$ cat config.mk
export PLATFORM = sky130hd
export DESIGN_NAME = err_inj_sequencer
export DESIGN_NICKNAME = d
export VERILOG_FILES = /design/src/rtl/err_inj_pkg.sv /design/src/rtl/err_tgt_decode.sv /design/src/rtl/err_inj_sequencer.sv
export SDC_FILE = /design/constraint.sdc
export NUM_CORES = 1
export LEC_CHECK = 0
export ABC_AREA = 1
export CAP_MARGIN = 10
export CORE_MARGIN = 8
export CORE_UTILIZATION = 35
export DETAILED_ROUTE_END_ITERATION = 10
export GPL_ROUTABILITY_DRIVEN = 0
export GPL_TIMING_DRIVEN = 0
export HOLD_SLACK_MARGIN = 0.15
export RECOVER_POWER = 50
export REMOVE_ABC_BUFFERS = 1
export SLEW_MARGIN = 20
export SYNTH_ARGS = -nofsm -noshare
export SYNTH_HDL_FRONTEND = slang
export SYNTH_SLANG_ARGS = --single-unit
$ cat constraint.sdc
create_clock -name clk -period 1.9 [get_ports clk]
set_input_delay 0.57 -clock clk [delete_from_list [all_inputs] [get_ports clk]]
set_output_delay 0.57 -clock clk [all_outputs]
set_load 0.005 [all_outputs]
$ cat src/rtl/err_inj_pkg.sv
// Shared encodings for the error-injection sequencer: command modes and FSM states.
package err_inj_pkg;

  typedef enum logic [1:0] {
    ModePulse    = 2'd0,
    ModeBurst    = 2'd1,
    ModePeriodic = 2'd2,
    ModeSticky   = 2'd3
  } mode_e;

  typedef enum logic [1:0] {
    StIdle   = 2'd0,
    StDelay  = 2'd1,
    StActive = 2'd2,
    StGap    = 2'd3
  } state_e;

endpackage

$ cat src/rtl/err_tgt_decode.sv
// Combinational target decoder: maps a target index onto a one-hot local error line,
// a forwarded sub-range index, or flags it as bad. Local lines win where ranges overlap.
module err_tgt_decode
  import err_inj_pkg::*;
#(
  parameter int unsigned INW  = 5,
  parameter int unsigned LCL  = 6,
  parameter int unsigned LOW  = 6,
  parameter int unsigned HIGH = 14,
  parameter int unsigned OUTW = 4
) (
  input  logic [INW-1:0]  tgt,
  output logic [LCL-1:0]  lcl_oh,
  output logic            sub_vld,
  output logic [OUTW-1:0] sub_idx,
  output logic            bad
);

  logic [31:0] tgt_ext;
  assign tgt_ext = 32'(tgt);

  // Classify the target: local first, then forwarded sub-range, otherwise bad.
  always_comb begin
    lcl_oh  = '0;
    sub_vld = 1'b0;
    sub_idx = '0;
    bad     = 1'b0;
    if (tgt_ext < LCL) begin
      lcl_oh = {{(LCL-1){1'b0}}, 1'b1} << tgt_ext;
    end else if (tgt_ext >= LOW && tgt_ext <= HIGH) begin
      sub_vld = 1'b1;
      sub_idx = OUTW'(tgt_ext - LOW);
    end else begin
      bad = 1'b1;
    end
  end

endmodule

$ cat src/rtl/err_inj_sequencer.sv
// Error-injection sequencer: accepts one command at a time and drives a local one-hot
// error line or a forwarded sub-range error for PULSE/BURST/PERIODIC/STICKY timing.
// Optional feature: define ERR_INJ_STATS_EN to count accepted in-range commands.
module err_inj_sequencer
  import err_inj_pkg::*;
#(
  parameter int unsigned INW  = 5,
  parameter int unsigned LCL  = 6,
  parameter int unsigned LOW  = 6,
  parameter int unsigned HIGH = 14,
  parameter int unsigned OUTW = 4,
  parameter int unsigned DURW = 8
) (
  input  logic            clk,
  input  logic            rst,
  input  logic            err_en,
  input  logic            cmd_valid,
  output logic            cmd_ready,
  input  logic [INW-1:0]  cmd_tgt,
  input  logic [1:0]      cmd_mode,
  input  logic [DURW-1:0] cmd_dur,
  input  logic [DURW-1:0] cmd_dly,
  input  logic            cancel,
  output logic [LCL-1:0]  lcl_err,
  output logic            sub_err_en,
  output logic [OUTW-1:0] sub_err_ctrl,
  output logic            busy,
  output logic            done,
  output logic            cmd_bad,
  output logic [15:0]     inj_count
);

  state_e            state_q, state_d;
  mode_e             mode_q, mode_d;
  logic [DURW-1:0]   cnt_q, cnt_d;
  logic [DURW-1:0]   dur_q, dur_d;
  logic [LCL-1:0]    lcl_q, lcl_d;
  logic              sub_vld_q, sub_vld_d;
  logic [OUTW-1:0]   sub_idx_q, sub_idx_d;
  logic              done_q, done_d;
  logic              bad_q, bad_d;

  logic [LCL-1:0]    dec_lcl;
  logic              dec_sub_vld;
  logic [OUTW-1:0]   dec_sub_idx;
  logic              dec_bad;
  logic              accept;
  logic              act_vis;

  err_tgt_decode #(
    .INW  (INW),
    .LCL  (LCL),
    .LOW  (LOW),
    .HIGH (HIGH),
    .OUTW (OUTW)
  ) u_decode (
    .tgt     (cmd_tgt),
    .lcl_oh  (dec_lcl),
    .sub_vld (dec_sub_vld),
    .sub_idx (dec_sub_idx),
    .bad     (dec_bad)
  );

  // A zero duration means one cycle.
  function automatic logic [DURW-1:0] eff_dur(input logic [DURW-1:0] d);
    return (d == '0) ? DURW'(1) : d;
  endfunction

  // Counter preload on entering ACTIVE; only BURST counts down inside ACTIVE.
  function automatic logic [DURW-1:0] active_load(input mode_e m, input logic [DURW-1:0] d);
    return (m == ModeBurst) ? eff_dur(d) : '0;
  endfunction

  assign cmd_ready = (state_q == StIdle) && err_en;
  assign accept    = cmd_valid && cmd_ready;

  // Next-state, counter and command-capture logic; everything holds while err_en is low.
  always_comb begin
    state_d   = state_q;
    mode_d    = mode_q;
    cnt_d     = cnt_q;
    dur_d     = dur_q;
    lcl_d     = lcl_q;
    sub_vld_d = sub_vld_q;
    sub_idx_d = sub_idx_q;
    done_d    = 1'b0;
    bad_d     = 1'b0;
    if (err_en) begin
      unique case (state_q)
        StIdle: begin
          if (accept) begin
            if (dec_bad) begin
              bad_d = 1'b1;
            end else begin
              lcl_d     = dec_lcl;
              sub_vld_d = dec_sub_vld;
              sub_idx_d = dec_sub_idx;
              mode_d    = mode_e'(cmd_mode);
              dur_d     = cmd_dur;
              if (cmd_dly != '0) begin
                state_d = StDelay;
                cnt_d   = cmd_dly;
              end else begin
                state_d = StActive;
                cnt_d   = active_load(mode_e'(cmd_mode), cmd_dur);
              end
            end
          end
        end
        StDelay: begin
          if (cancel) begin
            state_d = StIdle;
            cnt_d   = '0;
          end else if (cnt_q <= DURW'(1)) begin
            state_d = StActive;
            cnt_d   = active_load(mode_q, dur_q);
          end else begin
            cnt_d = cnt_q - DURW'(1);
          end
        end
        StActive: begin
          if (cancel) begin
            state_d = StIdle;
            cnt_d   = '0;
          end else begin
            unique case (mode_q)
              ModePulse: begin
                state_d = StIdle;
                cnt_d   = '0;
              end
              ModeBurst: begin
                if (cnt_q <= DURW'(1)) begin
                  state_d = StIdle;
                  cnt_d   = '0;
                end else begin
                  cnt_d = cnt_q - DURW'(1);
                end
              end
              ModePeriodic: begin
                state_d = StGap;
                cnt_d   = eff_dur(dur_q);
              end
              ModeSticky: begin
                state_d = StActive;
              end
            endcase
          end
        end
        StGap: begin
          if (cancel) begin
            state_d = StIdle;
            cnt_d   = '0;
          end else if (cnt_q <= DURW'(1)) begin
            state_d = StActive;
            cnt_d   = '0;
          end else begin
            cnt_d = cnt_q - DURW'(1);
          end
        end
      endcase
      done_d = (state_q != StIdle) && (state_d == StIdle);
    end
  end

  // State register with synchronous reset.
  always_ff @(posedge clk) begin
    if (rst) begin
      state_q   <= StIdle;
      mode_q    <= ModePulse;
      cnt_q     <= '0;
      dur_q     <= '0;
      lcl_q     <= '0;
      sub_vld_q <= 1'b0;
      sub_idx_q <= '0;
      done_q    <= 1'b0;
      bad_q     <= 1'b0;
    end else begin
      state_q   <= state_d;
      mode_q    <= mode_d;
      cnt_q     <= cnt_d;
      dur_q     <= dur_d;
      lcl_q     <= lcl_d;
      sub_vld_q <= sub_vld_d;
      sub_idx_q <= sub_idx_d;
      done_q    <= done_d;
      bad_q     <= bad_d;
    end
  end

  // err_en gates the registered target combinationally so masking takes effect in the same cycle.
  assign act_vis      = (state_q == StActive) && err_en;
  assign lcl_err      = act_vis ? lcl_q : '0;
  assign sub_err_en   = act_vis && sub_vld_q;
  assign sub_err_ctrl = (act_vis && sub_vld_q) ? sub_idx_q : '0;
  assign busy         = (state_q != StIdle);
  assign done         = done_q;
  assign cmd_bad      = bad_q;

`ifdef ERR_INJ_STATS_EN
  logic [15:0] inj_cnt_q, inj_cnt_d;

  // Saturating count of accepted in-range commands.
  always_comb begin
    inj_cnt_d = inj_cnt_q;
    if (accept && !dec_bad && inj_cnt_q != 16'hFFFF) begin
      inj_cnt_d = inj_cnt_q + 16'd1;
    end
  end

  // Statistics register.
  always_ff @(posedge clk) begin
    if (rst) begin
      inj_cnt_q <= '0;
    end else begin
      inj_cnt_q <= inj_cnt_d;
    end
  end

  assign inj_count = inj_cnt_q;
`else
  assign inj_count = '0;
`endif

endmodule

# [Word level (Yosys, flattened, before mapping)]
# Cells that the tools add are included.
[classes] addsub=2 order_cmp=4 eq_ne=10 n_shift=1 n_mux=34 n_bitwise=4 reduce_logical=18
[ops] cell="$mux W8" n=12
[ops] cell="$pmux W8 S4" n=1
[ops] cell="$pmux W8 S3" n=1
[ops] cell="$logic_not A8 Y1" n=2
[ops] cell="$mux W2" n=8
[ops] cell="$mux W4" n=3
[ops] cell="$mux W6" n=2
[ops] cell="$eq A2 B2 Y1 const B" n=4
[ops] cell="$le A8 B1 Y1 const B" n=1
[ops] cell="$pmux W2 S4" n=1
[ops] cell="$reduce_and A4 Y1" n=2
[ops] cell="$reduce_bool A8 Y1" n=1
[ops] cell="$sub A8 B1 Y8 const B" n=1
[ops] cell="$eq A2 B1 Y1 const B" n=3
[ops] cell="$logic_and A1 B1 Y1" n=6
[ops] cell="$logic_not A2 Y1" n=3
[ops] cell="$pmux W2 S3" n=1
[ops] cell="$shl A1 B5 Y6 const A" n=1
[ops] cell="$ge A5 B3 Y1 const B" n=1
[ops] cell="$le A5 B4 Y1 const B" n=1
[ops] cell="$lt A5 B3 Y1 const B" n=1
[ops] cell="$mux W1" n=5
[ops] cell="$ne A5 B3 Y1 const B" n=1
[ops] cell="$ne A2 B2 Y1 const B" n=2
[ops] cell="5 further kinds" n=9
[word_totals] register_bits=33 input_bits=28 wordCells=82

# [Longest topological paths before layout]
[logic_depth] ltp_word=10 ltp_mapped=13

# [Cells and area by module]
# From an unflattened synthesis, not the netlist that was laid out.
[hier_totals] cells_unflattened=367 area_unflattened_um2=2284.7
[by_module_without_submodules] mod="err_inj_sequencer" instances=1 cells_each=337 area_per_inst_um2=2135.8 seq_area_each_um2=660.6
[by_module_without_submodules] mod="err_tgt_decode" instances=1 cells_each=30 area_per_inst_um2=148.9 seq_area_each_um2=0.0

# [Worst setup path before layout]
# OpenSTA, ideal clock, no wires.
[synth_timing] path_kind="input-to-reg" startpoint="input cmd_tgt[1]" endpoint="register lcl_q[1]" arrival_ns=1.655 t_required_ns=1.830 setup_slack_ns=0.175 path_stages=9 cell_sequence="ha_1 or2_1 nor2_1 inv_2 nor2_1 inv_1 nor3_1 o21ai_1 a21oi_1"
[synth_via] elab_chain_cells=6 elab_cells_between_ends=10 cone_classes="order compare: 3; shift: 1; mux: 3; bitwise: 1; reduce/logical: 2"
[synth_rtl] item="from (decl)" line="err_inj_sequencer.sv:19" rtl="input logic [INW-1:0] cmd_tgt,"
[synth_rtl] item="$ge A5 B3 Y1 or $le A5 B4 Y1 (tied branches)" line="err_tgt_decode.sv:30" rtl="end else if (tgt_ext >= LOW && tgt_ext <= HIGH) begin"
[synth_rtl] item="$logic_and A1 B1 Y1" line="err_tgt_decode.sv:30"
[synth_rtl] item="$mux W1" line="err_tgt_decode.sv:30"
[synth_rtl] item="$mux W1" line="err_tgt_decode.sv:28" rtl="if (tgt_ext < LCL) begin"
[synth_rtl] item="$not A1 Y1 (no line)"
[synth_rtl] item="$reduce_and A4 Y1 (no line)"
[synth_rtl] item="to (signal assigned)" line="err_inj_sequencer.sv:182" rtl="lcl_q <= lcl_d;"
[synth_rtl] item="to (decl)" line="err_inj_sequencer.sv:37" rtl="logic [LCL-1:0] lcl_q, lcl_d;"
# Parallel ways exist; a longest one is shown, timed or not.
# A chain may end at the register's enable or synchronous reset.

# [Worst setup path in the final report]
[layout_timing] startpoint="register state_q[0]" endpoint="output sub_err_ctrl[2]"
[layout_via] elab_chain_cells=4
[layout_rtl] item="from (decl)" line="err_inj_sequencer.sv:33" rtl="state_e state_q, state_d;"
[layout_rtl] item="from (signal assigned)" line="err_inj_sequencer.sv:168" rtl="state_q <= StIdle;"
[layout_rtl] item="from (signal assigned)" line="err_inj_sequencer.sv:178" rtl="state_q <= state_d;"
[layout_rtl] item="$eq A2 B2 Y1" line="err_inj_sequencer.sv:191" rtl="assign act_vis = (state_q == StActive) && err_en;"
[layout_rtl] item="$logic_and A1 B1 Y1" line="err_inj_sequencer.sv:191"
[layout_rtl] item="$logic_and A1 B1 Y1" line="err_inj_sequencer.sv:194" rtl="assign sub_err_ctrl = (act_vis && sub_vld_q) ? sub_idx_q : '0;"
[layout_rtl] item="$mux W4" line="err_inj_sequencer.sv:194"
[layout_rtl] item="to (decl)" line="err_inj_sequencer.sv:26" rtl="output logic [OUTW-1:0] sub_err_ctrl,"
# No other way between the ends.

==> impl_metrics.toml <==
[run_status]
status = "complete, no violations"

[finish]
finalInstanceArea_um2 = 2934
layout-drive-gt1-share_pct = 20.30
instances_no_fill = 471
num-fill-cells = 650
area_growth_pct = 32.19
antenna_cells = 0
ff_latch_area_um2 = 669.4
multiInputGateArea_um2 = 1326
fin_nets = 428

[die]
num_rows = 29
start_util_pct = 35.57
io_pins = 59
die_w_um = 95.64
core-area_um2 = 6241
die-area_um2 = 9146
die_h_um = 95.64

[drt]
drtIter0Drc = 148
dr.pass1.iters = 6
drt-total-wl_um = 6386
routed-via-count = 2222
routed_via_density = 4.718
final_antenna_net_count = 0
wl_per_cell_um = 13.56
drc = 0

[logic_synthesis]
ys.warnings.count = 0
synth_edf_count = 0
synth_area_um2 = 2220
synth_area_leaders = "dfxtp_1, nand2_1, a21oi_1"
synth.most_common_cell = "nand2_1"
synth_top_area_share_pct = 29.76
synth.yosys.seq_area_share_pct = 29.76
synth_cell_type_count = 29
avgSynthCellArea_um2 = 6.567
synthCells = 338
synth_ff_type = "dfxtp_1"
synth_seq_cells = 33
synth_top_cell_by_area = "dfxtp_1"
yosys-top-cells-count = "nand2_1, inv_1, nor2_1, a21oi_1, dfxtp_1"
synthArstFlopShare_pct = 0

[worst_setup_path]
critPathMaxFanout = 5
cp-endpoint = "sub_err_ctrl[2]"
cp-end-kind = "output pin"
path_class = "register to output pin"
rr_worst_depth = 12
arrival_ns = 1.28
crit_required_ns = 1.33
cp-startpoint = "state_q[0]"
startpoint_type = "register"
rrSetupSlack_ns = 0.21
reg2reg_to = "cnt_q[2]"
r2r-start = "cnt_q[1]"

[clock_network]
insertion_delay_ns = 0.29
clock_path_buffers = 2
cts_tree = "yes"
numCtsBuffers = 5
cts-root-buf = "clkbuf_8"
cts_max_level = 2
cts.clk_slew.worst_paths_ns = 0.07
cts_num_sinks = 33

[timing]
setup_viol = 0
finalClockSkew_ns = 0.005406
finalCriticalPeriod_ns = 1.849
layout_setup_ws_ns = 0.05127
slew-limit-headroom_pct = 55.27
clock.fmax_ghz = 0.5409
hold_ws_ns = 0.4669
rsz0062_at_grt = "yes"
hold_viol = 0
period_share_pct = 97.30
final_max_slew_viol_count = 0
worstMarginPinSlew_ns = 0.6709

[place]
dp_slack_ns = -0.9270
io_buffers = 42
numPlacedInstances = 447
dpl.hpwl_um = 4546
placed_area_um2 = 2605

[grt]
grt_pass1_wl_um = 10240
grt_use_total_pct = 14.03
grt_max_degree = 22
antenna_found_initial = 0
grt_pass1_vias = 2179
grt_overflow_total = 0

[flow_run]
max-cap-violations = 0

[power]
peakVddDrop_uv = 370.1
p_per_area_nw_per_um2 = 650.5
leakage_nw = 1.289

[worst_hold_path]
hp-class = "register to register"
[metal layers]
metal	track usage, %	up-vias	part of all wire [%]
met2	23.60	61	50
met3	1.969	11	4.1
met1	17.37	993	44
met5	0	-	0
met4	6.146	0	1.7
li1	-	1157	-
[flip-flops by register name, summed over array words and instances, names as in the netlist]
name       flops
cnt_q          8
dur_q          8
lcl_q          6
sub_idx_q      4
mode_q         2
state_q        2
cmd_bad        1
done           1
sub_vld_q      1
[critical path: stages (launching register included)]
cell and delay, ns:
dfxtp_4 0.37, inv_4 0.06, nand2_4 0.05, nor2_4 0.12, nand2_4 0.08, nor2_1 0.09
clkdlybuf4s15_2 0.21
[repair_timing]
item / in CTS / in global routing
setup buffers: 9 / 5
endpoints found under the setup margin: 45 / 33
pin swaps: 4 / 5
gates cloned: 2 / 0
hold buffers: 0 / 0
gates resized for setup: 69 / 29
[cells in the final DEF, fill, tap and decap left out, types with 8 or more instances in the layout]
cell type / instances
inv_1: 47
buf_4: 14
nand2_1: 54
dfxtp_1: 30
o21ai_0: 20
clkdlybuf4s50_1: 22
nor2_2: 10
nor2_1: 30
nor2_4: 8
a21oi_1: 37
conb_1: 16
nand3_1: 16
o21ai_1: 10
[final cells by class]
cell class | count | area share (%)
multi-input combinational | 240 | 45.20
sequential | 33 | 22.81
timing repair buffer | 56 | 16.59
inverter | 56 | 7.889
tap | 77 | 3.284
clock buffer | 7 | 2.942
clock inverter | 1 | 1.023
timing repair inverter | 1 | 0.2559
[per-stage QoR]
stage / util, % / setup TNS, ns / power [W]
after global routing: 47.01 / -0.06599 / 0.002012
final: 47.01 / 0 / 0.001909
after floorplan: - / 0 / 0.001029
after detailed placement: 41.74 / -30.13 / 0.001175
after CTS: 45.39 / 0 / 0.001895
after global placement: 41.74 / -29.47 / 0.001173
[power by group]
group,total [W],switching (W),internal [W]
sequential,0.000766,0.0000336,0.000733
clock,0.000691,0.000264,0.000427
combinational,0.000451,0.000263,0.000189
total,0.00191,0.000560,0.00135
[logic make-up after synthesis]
kind of cell	Yosys count	share of synthesized area [%]
AOI/OAI and AO/OA	77	19.39
xor gates and xnor gates	6	2.368
adders and majority gates	7	3.946
buffers and inverters	81	17.93
DFF	33	29.76
other	1	0.1689
and+or+nand+nor	133	26.44
[how the worst min path moves through the flow]
| stage | to | cells after the start | start | slack [ns] |
|---|---|---|---|---|
| final | sub_idx_q[0] | 2 | sub_idx_q[0] | 0.47 |
| after global routing | sub_idx_q[0] | 2 | sub_idx_q[0] | 0.49 |
| after CTS | lcl_q[3] | 2 | lcl_q[3] | 0.46 |
| after detailed placement | lcl_q[3] | 2 | lcl_q[3] | 0.45 |
| after global placement | lcl_q[1] | 2 | lcl_q[1] | 0.44 |
| after floorplan | lcl_q[1] | 2 | lcl_q[1] | 0.43 |
Note: power is estimated with default switching activity, not from simulation.
